File: src/rtl/bsg_axil_fifo_master.sv
// AXI-Lite initiator for one memory-mapped FIFO slot (ISR/TDR/RLR/RDR), bridging valid/ready ports.
// Define BSG_AXIL_FIFO_MASTER_TX_CHECK_EN to confirm each TX word through an ISR clear/read loop.
module bsg_axil_fifo_master
  #(parameter logic [31:0] axil_base_addr_p = 32'h0
   ,parameter int rlr_words_p = 4
   ,parameter int poll_gap_p = 16
   ,parameter int axil_mosi_bus_width_lp = 111
   ,parameter int axil_miso_bus_width_lp = 41
   )
  (input  logic                              clk_i
  ,input  logic                              reset_i
  ,output logic [axil_mosi_bus_width_lp-1:0] m_axil_bus_o
  ,input  logic [axil_miso_bus_width_lp-1:0] m_axil_bus_i
  ,input  logic                              tx_v_i
  ,input  logic [31:0]                       tx_data_i
  ,output logic                              tx_yumi_o
  ,output logic                              rx_v_o
  ,output logic [31:0]                       rx_data_o
  ,input  logic                              rx_ready_i
  ,output logic                              err_o
  );

  // Bundle layouts, MSB first
  typedef struct packed {
    logic [31:0] awaddr; logic [2:0] awprot; logic awvalid;
    logic [31:0] wdata;  logic [3:0] wstrb;  logic wvalid;
    logic        bready;
    logic [31:0] araddr; logic [2:0] arprot; logic arvalid;
    logic        rready;
  } mosi_s;

  typedef struct packed {
    logic awready; logic wready;
    logic [1:0] bresp; logic bvalid;
    logic arready;
    logic [31:0] rdata; logic [1:0] rresp; logic rvalid;
  } miso_s;

  typedef enum logic [2:0] {B_IDLE, B_AW, B_W, B_B, B_AR, B_R} bus_e;
  typedef enum logic [2:0] {J_IDLE, J_TX_CLR, J_TX_DATA, J_TX_CHK,
                            J_RX_LEN, J_RX_DATA, J_RX_OUT, J_GAP} job_e;

  localparam logic [31:0] isr_off_lp = 32'h0;
  localparam logic [31:0] tdr_off_lp = 32'h10;
  localparam logic [31:0] rdr_off_lp = 32'h20;
  localparam logic [31:0] rlr_off_lp = 32'h24;
  localparam int gap_w_lp   = $clog2(poll_gap_p + 1);
  localparam int words_w_lp = $clog2(rlr_words_p + 1);
`ifdef BSG_AXIL_FIFO_MASTER_TX_CHECK_EN
  localparam job_e tx_first_lp = J_TX_CLR;
`else
  localparam job_e tx_first_lp = J_TX_DATA;
`endif

  miso_s bus_in;
  mosi_s bus_out;
  assign bus_in = m_axil_bus_i;

  bus_e bus_q;
  job_e job_q;
  logic [31:0] addr_q, wdata_q, rx_data_q;
  logic awvalid_q, wvalid_q, bready_q, arvalid_q, rready_q;
  logic yumi_q, rx_v_q, err_q, last_tx_q;
  logic [gap_w_lp-1:0]   gap_q;
  logic [words_w_lp-1:0] words_q;

  logic b_done, r_done, resp_err;
  assign b_done   = (bus_q == B_B) && bus_in.bvalid;
  assign r_done   = (bus_q == B_R) && bus_in.rvalid;
  assign resp_err = (b_done && (bus_in.bresp != 2'b00)) || (r_done && (bus_in.rresp != 2'b00));

  always_ff @(posedge clk_i or posedge reset_i) begin
    if (reset_i) begin
      bus_q <= B_IDLE;  job_q <= J_IDLE;
      addr_q <= '0;  wdata_q <= '0;  rx_data_q <= '0;
      awvalid_q <= 1'b0; wvalid_q <= 1'b0; bready_q <= 1'b0;
      arvalid_q <= 1'b0; rready_q <= 1'b0;
      yumi_q <= 1'b0; rx_v_q <= 1'b0; err_q <= 1'b0; last_tx_q <= 1'b0;
      gap_q <= '0; words_q <= '0;
    end else begin
      yumi_q <= 1'b0;
      if (resp_err) err_q <= 1'b1;

      // The bus engine launches one transaction per job-state visit, the cycle after entry.
      unique case (bus_q)
        B_IDLE:
          unique case (job_q)
            J_TX_CLR:  begin addr_q <= axil_base_addr_p + isr_off_lp; wdata_q <= '0;
                             awvalid_q <= 1'b1; bus_q <= B_AW; end
            J_TX_DATA: begin addr_q <= axil_base_addr_p + tdr_off_lp; wdata_q <= tx_data_i;
                             awvalid_q <= 1'b1; bus_q <= B_AW; end
            J_TX_CHK:  begin addr_q <= axil_base_addr_p + isr_off_lp; arvalid_q <= 1'b1; bus_q <= B_AR; end
            J_RX_LEN:  begin addr_q <= axil_base_addr_p + rlr_off_lp; arvalid_q <= 1'b1; bus_q <= B_AR; end
            J_RX_DATA: begin addr_q <= axil_base_addr_p + rdr_off_lp; arvalid_q <= 1'b1; bus_q <= B_AR; end
            default: ;
          endcase
        B_AW: if (bus_in.awready) begin awvalid_q <= 1'b0; wvalid_q <= 1'b1; bus_q <= B_W; end
        B_W:  if (bus_in.wready)  begin wvalid_q <= 1'b0; bready_q <= 1'b1; bus_q <= B_B; end
        B_B:  if (bus_in.bvalid)  begin bready_q <= 1'b0; bus_q <= B_IDLE; end
        B_AR: if (bus_in.arready) begin arvalid_q <= 1'b0; rready_q <= 1'b1; bus_q <= B_R; end
        B_R:  if (bus_in.rvalid)  begin rready_q <= 1'b0; bus_q <= B_IDLE; end
        default: bus_q <= B_IDLE;
      endcase

      unique case (job_q)
        J_IDLE:
          if (tx_v_i && !last_tx_q) begin job_q <= tx_first_lp; last_tx_q <= 1'b1; end
          else                      begin job_q <= J_RX_LEN;    last_tx_q <= 1'b0; end
`ifdef BSG_AXIL_FIFO_MASTER_TX_CHECK_EN
        J_TX_CLR:
          if (b_done) begin
            if (resp_err) begin yumi_q <= 1'b1; job_q <= J_IDLE; end
            else job_q <= J_TX_DATA;
          end
        J_TX_DATA:
          if (b_done) begin
            if (resp_err) begin yumi_q <= 1'b1; job_q <= J_IDLE; end
            else job_q <= J_TX_CHK;
          end
        J_TX_CHK:
          if (r_done) begin
            if (resp_err || bus_in.rdata[27]) begin yumi_q <= 1'b1; job_q <= J_IDLE; end
            else job_q <= J_TX_CLR;
          end
`else
        J_TX_DATA:
          if (b_done) begin yumi_q <= 1'b1; job_q <= J_IDLE; end
`endif
        J_RX_LEN:
          if (r_done) begin
            if (resp_err || (bus_in.rdata == 32'h0)) begin
              gap_q <= gap_w_lp'(poll_gap_p); job_q <= J_GAP;
            end else begin
              words_q <= words_w_lp'(rlr_words_p); job_q <= J_RX_DATA;
            end
          end
        J_RX_DATA:
          if (r_done) begin
            if (resp_err) begin gap_q <= gap_w_lp'(poll_gap_p); job_q <= J_GAP; end
            else begin rx_data_q <= bus_in.rdata; rx_v_q <= 1'b1; job_q <= J_RX_OUT; end
          end
        J_RX_OUT:
          if (rx_ready_i) begin
            rx_v_q  <= 1'b0;
            words_q <= words_q - 1'b1;
            job_q   <= (words_q == words_w_lp'(1)) ? J_IDLE : J_RX_DATA;
          end
        J_GAP:
          if (gap_q <= gap_w_lp'(1)) begin gap_q <= '0; job_q <= J_IDLE; end
          else gap_q <= gap_q - 1'b1;
        default: job_q <= J_IDLE;
      endcase
    end
  end

  always_comb begin
    bus_out         = '0;
    bus_out.awaddr  = addr_q;
    bus_out.awvalid = awvalid_q;
    bus_out.wdata   = wdata_q;
    bus_out.wstrb   = 4'hF;
    bus_out.wvalid  = wvalid_q;
    bus_out.bready  = bready_q;
    bus_out.araddr  = addr_q;
    bus_out.arvalid = arvalid_q;
    bus_out.rready  = rready_q;
  end

  assign m_axil_bus_o = bus_out;
  assign tx_yumi_o    = yumi_q;
  assign rx_v_o       = rx_v_q;
  assign rx_data_o    = rx_data_q;
  assign err_o        = err_q;

`ifndef SYNTHESIS
  tx_hold_a: assert property (@(posedge clk_i) disable iff (reset_i)
    (job_q inside {J_TX_CLR, J_TX_DATA, J_TX_CHK}) |-> tx_v_i);
`endif

endmodule
File: config.mk
export PLATFORM = sky130hd
export DESIGN_NAME = bsg_axil_fifo_master
export DESIGN_NICKNAME = d
export VERILOG_FILES = /design/src/rtl/bsg_axil_fifo_master.sv
export SDC_FILE = /design/constraint.sdc
export NUM_CORES = 1
export LEC_CHECK = 0
export BUFFER_PORTS_ARGS = -buffer_cell sky130_fd_sc_hd__buf_4
export CELL_PAD_IN_SITES_DETAIL_PLACEMENT = 1
export CELL_PAD_IN_SITES_GLOBAL_PLACEMENT = 1
export CORE_UTILIZATION = 38
export CTS_CLUSTER_DIAMETER = 200
export CTS_CLUSTER_SIZE = 30
export DETAILED_ROUTE_END_ITERATION = 10
export HOLD_SLACK_MARGIN = 0.05
export PLACE_DENSITY_LB_ADDON = 0.1
export SYNTH_ARGS = -nofsm -noshare
export SYNTH_HDL_FRONTEND = slang
export SYNTH_SLANG_ARGS = --single-unit
File: constraint.sdc
create_clock -name clk_i -period 7.9 [get_ports clk_i]
set_clock_uncertainty 0.1 [all_clocks]
set_input_delay 1.58 -clock clk_i [delete_from_list [all_inputs] [get_ports clk_i]]
set_output_delay 1.58 -clock clk_i [all_outputs]
set_load 0.05 [all_outputs]
# Yosys cells after proc, flatten, opt, wreduce, memory -nomap -nowiden
# Index checks and enable logic that the tools add are counted.
# Widths: inputs -> output; s select.
[classes]
addsub = 2
n_mul = 0
n_div = 0
n_lt_le_gt_ge = 1
n_eq_ne = 30
shift = 0
mux = 51
n_bitwise = 1
reduce_logical = 39
[ops]
columns = ["operator", "n"]
rows = [
  ["$pmux 32 s4", 1],
  ["$pmux 32 s2", 1],
  ["$mux 3", 15],
  ["$pmux 3 s6", 2],
  ["$logic_not 32->1", 1],
  ["$ne 2x2->1 const B", 16],
  ["$mux 5", 5],
  ["$reduce_bool 2->1", 10],
  ["$eq 3x3->1 const B", 6],
  ["$reduce_and 3->1", 6],
  ["$mux 1", 17],
  ["$pmux 5 s3", 1],
  ["$eq 3x2->1 const B", 4],
  ["$pmux 1 s2", 6],
  ["$pmux 3 s2", 2],
  ["$reduce_and 5->1", 2],
  ["$eq 3x1->1 const B", 3],
  ["$reduce_and 4->1", 2],
  ["$logic_not 3->1", 2],
  ["$reduce_and 6->1", 1],
  ["$le 5x1->1 const B", 1],
  ["$logic_and 1x1->1", 5],
  ["$sub 5x1->5 const B", 1],
  ["$reduce_and 2->1", 2],
  ["other kinds (10)", 12],
]
[word_totals]
regBits = 119
latch_bits = 0
ramBits = 0
rom_bits = 0
output_inout_bits = 146
n_memories = 0

# Longest topological paths before layout
# Gate-level depths: netlist (run 1).
[logic_depth]
depth_word = 8
depth_mapped = 7

# Worst setup path after synthesis (run 1)
# OpenSTA, ideal clock, no wires.
[synth_timing]
path_type = "input port to flip-flop"
from = "input port m_axil_bus_i[0]"
to = "register rx_data_q[0], in the netlist rx_data_o[0]"
setup_ps = 125
arrival_ps = 2592
required_time_ps = 7675
path_slack_ps = 5083
stages = 5
path_buffers = 2
path_cell_list = "and4b_1 and4_1 buf_6 buf_12 mux2_4"
[synth_between]
elab_chain_len = 5
[synth_lines]
columns = ["item", "line", "rtl"]
rows = [
  ["start: declaration", "13", ",input logic [axil_miso_bus_width_lp-1:0] m_axil_bus_i"],
  ["$logic_and 1x1->1 (*)", "69", "assign r_done = (bus_q == B_R) && bus_in.rvalid;"],
  ["$logic_and 1x1->1", "70", "assign resp_err = (b_done && (bus_in.bresp != 2'b00)) || (r_done && (bus_in.rresp != 2'b00));"],
  ["$logic_or 1x1->1", "70", ""],
  ["$not 1->1 (no line)", "-", ""],
  ["$reduce_and 3->1 (no line) (*)", "-", ""],
  ["end signal: assignment", "75", "addr_q <= '0; wdata_q <= '0; rx_data_q <= '0;"],
  ["end signal: assignment", "140", "else begin rx_data_q <= bus_in.rdata; rx_v_q <= 1'b1; job_q <= J_RX_OUT; end"],
  ["end: declaration", "61", "logic [31:0] addr_q, wdata_q, rx_data_q;"],
]
# Mark *: on every way between the ends. The rest lies on a longest branch, timed or not.
# A chain may end at the register's enable or synchronous reset.

# Worst setup path after layout (run 1)
[layout_timing]
from = "input port m_axil_bus_i[0]"
to = "register rx_data_q[16], in the netlist rx_data_o[16]"
# Same word-level chain as after synthesis.

==> flow_summary.json, run 1 <==
{
  "status": "finished clean",
  "grt_pass1_vias": 3442,
  "tns_ns": 0,
  "start_util": 0.392,
  "worst_slack_ns": 4.60,
  "period_share": 0.418,
  "hp-start": "err_o",
  "io_buffers": 154,
  "synth_top_area_frac": 0.476,
  "antenna_found_initial": 0,
  "async_reset_ff_frac": 1.00,
  "critical_path_class": "input pin to flop",
  "fin_nets": 633,
  "slew_viol_final": 0,
  "hpwl_um": 8630,
  "first_pass_iters": 4,
  "clk_latency_ns": 0.34,
  "ir_worst_vdd_v": 0.000134,
  "grt_max_degree": 57,
  "routed_wl_um": 11900,
  "cap_violations": 0,
  "p_per_area_nw_per_um2": 469,
  "worst_slew_pin_slew_ns": 1.09,
  "yosysSeqAreaShare": 0.476,
  "cts_buffers": 9,
  "setup_viol": 0,
  "vias_per_cell": 4.75,
  "synth_top_area_cell": "dfrtp_1",
  "drc_errors": 0,
  "mappedNetlistArea_sq_um": 4730,
  "fp.dieH_um": 114,
  "diodes": 0,
  "total_power_w": 0.00281,
  "die_w_um": 114,
  "synth_area_per_cell_sq_um": 11.4,
  "max-clock-path-buffers": 2,
  "rows": 40,
  "rr_startpoint": "bus_q[0]",
  "cp.required_ns": 8.02,
  "fmax_mhz": 303,
  "layout-drive-gt1-share": 0.381,
  "placed_cells": 709,
  "avgRoutedWirePerCell_um": 16.5,
  "worstHoldEndpoint": "err_o",
  "num_io_pins": 223,
  "post_cts_resize_count": 0,
  "holdBufCountCts": 0,
  "hold_class": "flop to flop",
  "synth_top_cells_by_count": "90 x dfrtp_1, 76 x buf_4, 33 x a22o_1, 29 x mux2_4",
  "yosysMostFrequentCell": "dfrtp_1",
  "ff2ff_setup_slack_ns": 5.09,
  "synth-edff-count": 0,
  "grt_usage": 0.190,
  "final_cells": 725,
  "min_period_ns": 3.30,
  "gr-total-overflow": 0,
  "core_area_sq_um": 12100,
  "post_cts.repair.setup_buffers": 0,
  "drtAntennaViolNets": 0,
  "p_leak_nw": 3.00,
  "gp_congestion": 0.769,
  "ys_ff_latch": 90,
  "cp_max_fo": 33,
  "synthFlopType": "dfrtp_1",
  "end_kind": "flop",
  "reg2reg_depth": 3,
  "syn_to_final_growth_pct": 26.5,
  "root_buffer": "clkbuf_16",
  "hold_viol": 0,
  "rsz0062_at_grt": "no",
  "die_area_sq_um": 12900,
  "cts.reportedPaths.clkPinSlew_ns": 0.06,
  "ys_types": 56,
  "cts_tree": "done",
  "synth_area_leaders": "dfrtp_1 48%, buf_4 12%, mux2_4 9.2%",
  "synth_warnings": 0,
  "pre_cts_ws_ns": 4.25,
  "drtIter0Drc": 164,
  "relSlewSlack": 0.273,
  "htreeDepth": 3,
  "crit_arrival_ns": 3.42,
  "worst_setup_path_start_kind": "input pin",
  "grt_pass1_wl_um": 19100,
  "numClockSinks": 90,
  "vias": 3447,
  "synthCells": 414,
  "reg2reg_to": "rx_data_o[16]",
  "hold_path_depth": 1
}
-- layout make-up --
cell class	instances	area, sq um
fillers	1352	6080
flip-flops and latches	90	2250
multi-input cells	285	1970
repair buffers	157	1180
clock buffers	12	256
well taps	168	210
clock inverters	4	73.8
inverters	9	35.0
-- logic make-up after synthesis --
family                   count (synthesis)  share of synthesized area
multiplexers                            36                      0.108
flip-flops                              90                      0.476
buffers and inverters                  105                      0.159
AO/OA/AOI/OAI                           95                      0.145
XOR/XNOR                                 2                    0.00370
AND/OR/NAND/NOR                         80                     0.0960
other                                    2                    0.00159
adder cells (fa/ha/maj)                  4                     0.0106
-- worst max path at each step --
stage	startpoint	end	slack [ns]	cells past startpoint
6_report	m_axil_bus_i[0]	rx_data_o[16]	4.60	4
5_1_grt	m_axil_bus_i[0]	rx_data_o[17]	4.53	4
4_1_cts	m_axil_bus_i[0]	rx_data_o[17]	4.60	4
3_5_place_dp	m_axil_bus_i[0]	rx_data_o[17]	4.25	4
3_3_place_gp	m_axil_bus_i[0]	rx_data_o[15]	4.27	4
2_1_floorplan	reset_i	addr_q[2]	3.88	1
-- flip-flops by register name (all words and copies together), names as in the netlist, 3 cells and up --
signal and count:
addr_q 3, bus_q 3, gap_q 5, job_q 3, rx_data_o 32, wdata_q 32, words_q 3
-- where the power goes --
group | internal, W | leakage [nW] | total [W] | switching, W
combinational | 0.000523 | 1.68 | 0.00149 | 0.000966
clock | 0.000295 | 0.163 | 0.000474 | 0.000179
sequential | 0.000657 | 1.17 | 0.000843 | 0.000186
total | 0.00148 | 3.00 | 0.00281 | 0.00133
-- critical path: stages --
cell     delay [ns]
buf_4          0.11
and4b_1        0.28
and4_2         1.00
mux2_2         0.43
-- metrics by stage --
| stage | instance area (sq um) | util | hold WS, ns |
|---|---|---|---|
| after floorplan | 4980 | - | 0.368 |
| final | 5980 | 0.496 | 0.369 |
| after global placement | 5650 | 0.468 | 0.357 |
| after CTS | 5980 | 0.496 | 0.373 |
| after global routing | 5980 | 0.496 | 0.392 |
| after detailed placement | 5650 | 0.468 | 0.359 |
-- cells in the final DEF, fill, tap and decap left out, types with 4 or more instances in the layout --
cell type  instances
nor4_1             8
a22o_1            33
o22ai_1            5
mux2_2             4
buf_4            157
nand3_1            5
nand2_1           15
o31ai_1            4
nor2_1            11
mux2_4            29
dfrtp_1           90
ha_1               4
nor3_1             6
nor2b_1           10
conb_1            68
clkbuf_16          9
inv_1              8
o21ai_0           16
a21oi_1           16
nand2b_1           5
-- metal layers --
layer / part of all wire / routed length (um) / global-route usage
met1: 0.45 / 5400 / 0.261
met2: 0.49 / 5810 / 0.304
met3: 0.051 / 611 / 0.0393
met4: 0.0096 / 114 / 0.0526
met5: 0 / 0 / 0
(Power assumes the default switching activity.)
==> inputs of run 2 (changes only) <==
--- a/config.mk
+++ b/config.mk
@@ -8,7 +8,7 @@
 export BUFFER_PORTS_ARGS = -buffer_cell sky130_fd_sc_hd__buf_4
 export CELL_PAD_IN_SITES_DETAIL_PLACEMENT = 1
 export CELL_PAD_IN_SITES_GLOBAL_PLACEMENT = 1
-export CORE_UTILIZATION = 38
+export CORE_UTILIZATION = 35
 export CTS_CLUSTER_DIAMETER = 200
 export CTS_CLUSTER_SIZE = 30
 export DETAILED_ROUTE_END_ITERATION = 10
==> constraint.sdc (replaced) <==
create_clock -name clk_i -period 3.35 [get_ports clk_i]
set_clock_uncertainty 0.1 [all_clocks]
set_input_delay 0.67 -clock clk_i [delete_from_list [all_inputs] [get_ports clk_i]]
set_output_delay 0.67 -clock clk_i [all_outputs]
set_load 0.05 [all_outputs]
==> flow_summary.json, run 2 (synthesis gave the netlist of run 1 again) <==
{
  "vias_per_cell": 4.78,
  "setup_viol": 0,
  "layout-drive-gt1-share": 0.386,
  "core_area_sq_um": 13200,
  "grt_max_degree": 47,
  "crit_start": "bus_q[2]",
  "cap_violations": 0,
  "cts_buffers": 9,
  "antenna_found_initial": 0,
  "fin_area_sq_um": 6000,
  "vias": 3518,
  "relSlewSlack": 0.472,
  "worst_setup_path_start_kind": "flop",
  "numClockSinks": 90,
  "tns_ns": 0,
  "period_share": 0.710,
  "first_pass_iters": 4,
  "status": "finished clean",
  "critical_path_class": "flop to flop",
  "num_io_pins": 223,
  "grt_pass1_wl_um": 18700,
  "cts_tree": "done",
  "end_kind": "flop",
  "diodes": 0,
  "holdWs_ns": 0.352,
  "root_buffer": "clkbuf_16",
  "gp_congestion": 0.749,
  "io_buffers": 154,
  "die_w_um": 118,
  "holdBufCountCts": 0,
  "crit_arrival_ns": 2.51,
  "post_cts_resize_count": 0,
  "rows": 42,
  "placed_area_sq_um": 5710,
  "fillers": 1513,
  "rsz0062_at_grt": "no",
  "reg2reg_to": "rx_data_o[15]",
  "min_period_ns": 2.38,
  "htreeDepth": 3,
  "ff2ff_setup_slack_ns": 0.97,
  "grt_usage": 0.170,
  "max-clock-path-buffers": 2,
  "hold_viol": 0,
  "regArea_sq_um": 2250,
  "reg2reg_depth": 4,
  "drtIter0Drc": 163,
  "gr-total-overflow": 0,
  "worst_slew_pin_slew_ns": 0.792,
  "syn_to_final_growth_pct": 26.9,
  "avgRoutedWirePerCell_um": 15.8,
  "hpwl_um": 8500,
  "grt_pass1_vias": 3554,
  "ir_worst_vdd_v": 0.000335,
  "postLayoutCoreUtil": 0.455,
  "rr_startpoint": "bus_q[2]",
  "die_area_sq_um": 14000,
  "layout_common_cells": "158 x buf_4, 90 x dfrtp_1, 68 x conb_1, 33 x a22o_1, 29 x mux2_4",
  "slew_viol_final": 0,
  "p_leak_nw": 3.01,
  "p_per_area_nw_per_um2": 1090,
  "final_common_cell": "buf_4",
  "fin_nets": 636,
  "clk_latency_ns": 0.34,
  "cts.reportedPaths.clkPinSlew_ns": 0.07,
  "multi_input_area_sq_um": 1970,
  "drc_errors": 0,
  "fp.dieH_um": 118,
  "routed_wl_um": 11700,
  "fmax_mhz": 420,
  "hold_class": "input pin to async pin",
  "cp.required_ns": 3.48,
  "drtAntennaViolNets": 0,
  "post_cts.repair.setup_buffers": 0,
  "start_util": 0.359,
  "cp_max_fo": 21
}
## run 2: changes by cell type in the layout (fill, tap and decap cells not counted), sizes merged
cell,previous run,this run
clkinv,3,4
buf,157,160
clkinvlp,0,2
clkbuf,12,9
inv,8,9
bufinv,2,1
## run 2: critical path, stage by stage, from the launching register on
cell and delay [ns]:
dfrtp_1 0.63, and4b_1 0.37, and4_2 0.57, buf_12 0.26, mux2_2 0.35
## run 2: cell type report
cell class	instances	area share
Clock buffer	9	0.0375
Multi-Input combinational cell	285	0.329
Inverter	9	0.00584
Sequential cell	90	0.375
Tap cell	176	0.0367
Timing Repair Buffer	160	0.204
Clock inverter	7	0.0115
## run 2: where the power goes
group | internal [W] | leakage [nW] | switching, W | total [W]
Clock | 0.000577 | 0.142 | 0.000440 | 0.00102
Sequential | 0.00155 | 1.17 | 0.000380 | 0.00193
Combinational | 0.00125 | 1.70 | 0.00233 | 0.00357
## run 2: through the flow
step / setup WS [ns] / power [W] / cells
finish: 0.970 / 0.00652 / 736
global route: 0.827 / 0.00686 / 736
CTS: 0.928 / 0.00659 / 736
detailed placement: 0.851 / 0.00553 / 720
global placement: 0.906 / 0.00548 / 720
floorplan: 0.245 / 0.00461 / 480
## run 2: layer usage
| metal | wire length [um] | up-vias | global-route usage |
|---|---|---|---|
| li1 | - | 1619 | - |
| met1 | 5100 | 1755 | 0.225 |
| met2 | 5730 | 133 | 0.278 |
| met3 | 659 | 11 | 0.0275 |
| met4 | 174 | 0 | 0.0673 |
| met5 | 0 | - | 0 |
## run 2: worst max path at each step
stage                    endpoint  cells after the start
finish              rx_data_o[15]                      4
detailed placement  rx_data_o[15]                      5
global placement    rx_data_o[15]                      5
floorplan               addr_q[2]                      1
global route        rx_data_o[15]                      4
CTS                 rx_data_o[15]                      4
==> inputs of run 3 (changes only) <==
--- a/config.mk
+++ b/config.mk
@@ -8,7 +8,7 @@
 export BUFFER_PORTS_ARGS = -buffer_cell sky130_fd_sc_hd__buf_4
 export CELL_PAD_IN_SITES_DETAIL_PLACEMENT = 1
 export CELL_PAD_IN_SITES_GLOBAL_PLACEMENT = 1
-export CORE_UTILIZATION = 35
+export CORE_UTILIZATION = 32
 export CTS_CLUSTER_DIAMETER = 200
 export CTS_CLUSTER_SIZE = 30
 export DETAILED_ROUTE_END_ITERATION = 10
==> constraint.sdc (replaced) <==
create_clock -name clk_i -period 2.15 [get_ports clk_i]
set_clock_uncertainty 0.1 [all_clocks]
set_input_delay 0.43 -clock clk_i [delete_from_list [all_inputs] [get_ports clk_i]]
set_output_delay 0.43 -clock clk_i [all_outputs]
set_load 0.05 [all_outputs]
==> flow_summary.json, run 3 (synthesis gave the netlist of run 1 again) <==
{
  "rr_startpoint": "bus_q[1]",
  "layout_common_cells": "168 x buf_4, 90 x dfrtp_1, 68 x conb_1, 33 x a22o_1, 29 x mux2_4",
  "drtAntennaViolNets": 0,
  "htreeDepth": 3,
  "gr-usage-met1": 0.216,
  "min_period_ns": 1.83,
  "power_switching_w": 0.00493,
  "end_kind": "flop",
  "die_w_um": 124,
  "post_cts.repair.setup_buffers": 0,
  "p_per_area_nw_per_um2": 1700,
  "fp.dieH_um": 124,
  "placed_cells": 739,
  "gp_congestion": 0.796,
  "p_seq_frac": 0.279,
  "status": "finished clean",
  "rsz0062_at_grt": "no",
  "core_area_sq_um": 14500,
  "grt_pass1_wl_um": 18500,
  "gr-total-overflow": 0,
  "clk_latency_ns": 0.34,
  "antenna_found_initial": 0,
  "numClockSinks": 90,
  "post_cts_resize_count": 0,
  "vias": 3519,
  "cp_max_fo": 20,
  "slew_viol_final": 0,
  "cp.required_ns": 2.27,
  "fin_nets": 647,
  "reg2reg_depth": 4,
  "grt_pass1_vias": 3470,
  "cap_violations": 0,
  "period_share": 0.850,
  "worst_setup_path_start_kind": "flop",
  "swShare": 0.473,
  "p_int_w": 0.00550,
  "rows": 44,
  "pwr-share-comb": 0.556,
  "grt_usage": 0.158,
  "use_met3": 0.0224,
  "diodes": 0,
  "vias_per_cell": 4.66,
  "final_common_cell": "buf_4",
  "num_io_pins": 223,
  "tns_ns": 0,
  "avgRoutedWirePerCell_um": 16.0,
  "grtUsageMet2": 0.252,
  "cts.reportedPaths.clkPinSlew_ns": 0.07,
  "p_leak_nw": 3.07,
  "cts_buffers": 9,
  "drtIter0Drc": 149,
  "hpwl_um": 8870,
  "setup_viol": 0,
  "critical_path_class": "flop to flop",
  "layout-drive-gt1-share": 0.398,
  "ir_worst_vdd_v": 0.000465,
  "syn_to_final_growth_pct": 29.9,
  "io_buffers": 154,
  "drc_errors": 0,
  "max-clock-path-buffers": 2,
  "holdBufCountCts": 0,
  "crit_arrival_ns": 1.95,
  "clkPwrFrac": 0.166,
  "crit_start": "bus_q[1]",
  "root_buffer": "clkbuf_16",
  "start_util": 0.327,
  "hold_class": "input pin to async pin",
  "fmax_mhz": 547,
  "routed_wl_um": 12100,
  "final_cells": 755,
  "hold_viol": 0,
  "first_pass_iters": 4,
  "busiest_layer": "met2",
  "die_area_sq_um": 15300,
  "grt_max_degree": 91,
  "cts_tree": "done"
}
-- run 3: cell types whose count changed in the layout (fill, tap and decap cells not counted), sizes merged --
cell      delta
clkinvlp     +1
clkbuf       +1
buf         +11
clkinv       -3
bufinv       +1
-- run 3: metrics by stage --
step                      worst slack, ns  utilization  hold slack [ns]  cell area (sq um)  power [W]
after floorplan                     0.454            -            0.368               4980    0.00718
after global placement              0.213        0.402            0.355               5820    0.00867
after detailed placement            0.189        0.402            0.356               5820    0.00876
after CTS                           0.311        0.424            0.156               6140     0.0106
after global routing                0.241        0.424            0.180               6140     0.0110
final                               0.322        0.424            0.146               6140     0.0104
-- run 3: area by class of cell --
type,count,area (sq um)
multi-input combinational,285,1970
clock buffer,10,239
clock inverter,6,88.8
tap,184,230
timing repair buffer,171,1320
sequential,90,2250
inverter,9,37.5
fill,1613,8340
-- run 3: final timing paths --
| check | endpoint | slack (ns) |
|---|---|---|
| min in group clk_i | wdata_q[27] | 0.21 |
| hold reg to reg | err_o | 0.39 |
| hold / removal | rx_data_o[21] | 0.15 |
| max in group asynchronous | wdata_q[3] | 1.45 |
| setup / recovery | rx_data_o[27] | 0.32 |
| setup reg to reg | rx_data_o[27] | 0.32 |
-- run 3: power by group through the flow --
stage | sequential [W] | combinational, W | clock, W
3_3_place_gp | 0.00291 | 0.00576 | 0
2_1_floorplan | 0.00480 | 0.00238 | 0
6_report | 0.00290 | 0.00580 | 0.00173
4_1_cts | 0.00291 | 0.00584 | 0.00179
5_1_grt | 0.00302 | 0.00615 | 0.00185
3_5_place_dp | 0.00294 | 0.00583 | 0
-- run 3: critical path: stages, from the launching register on --
cell and delay, ns:
dfrtp_1 0.38, and4b_1 0.30, and4_2 0.38, buf_12 0.23, mux2_4 0.31
-- run 3: per-layer routing --
metal  wire length, um  share of wire
met2              5750           0.48
met5                 0              0
met3               621          0.052
met1              5480           0.45
met4               212          0.018
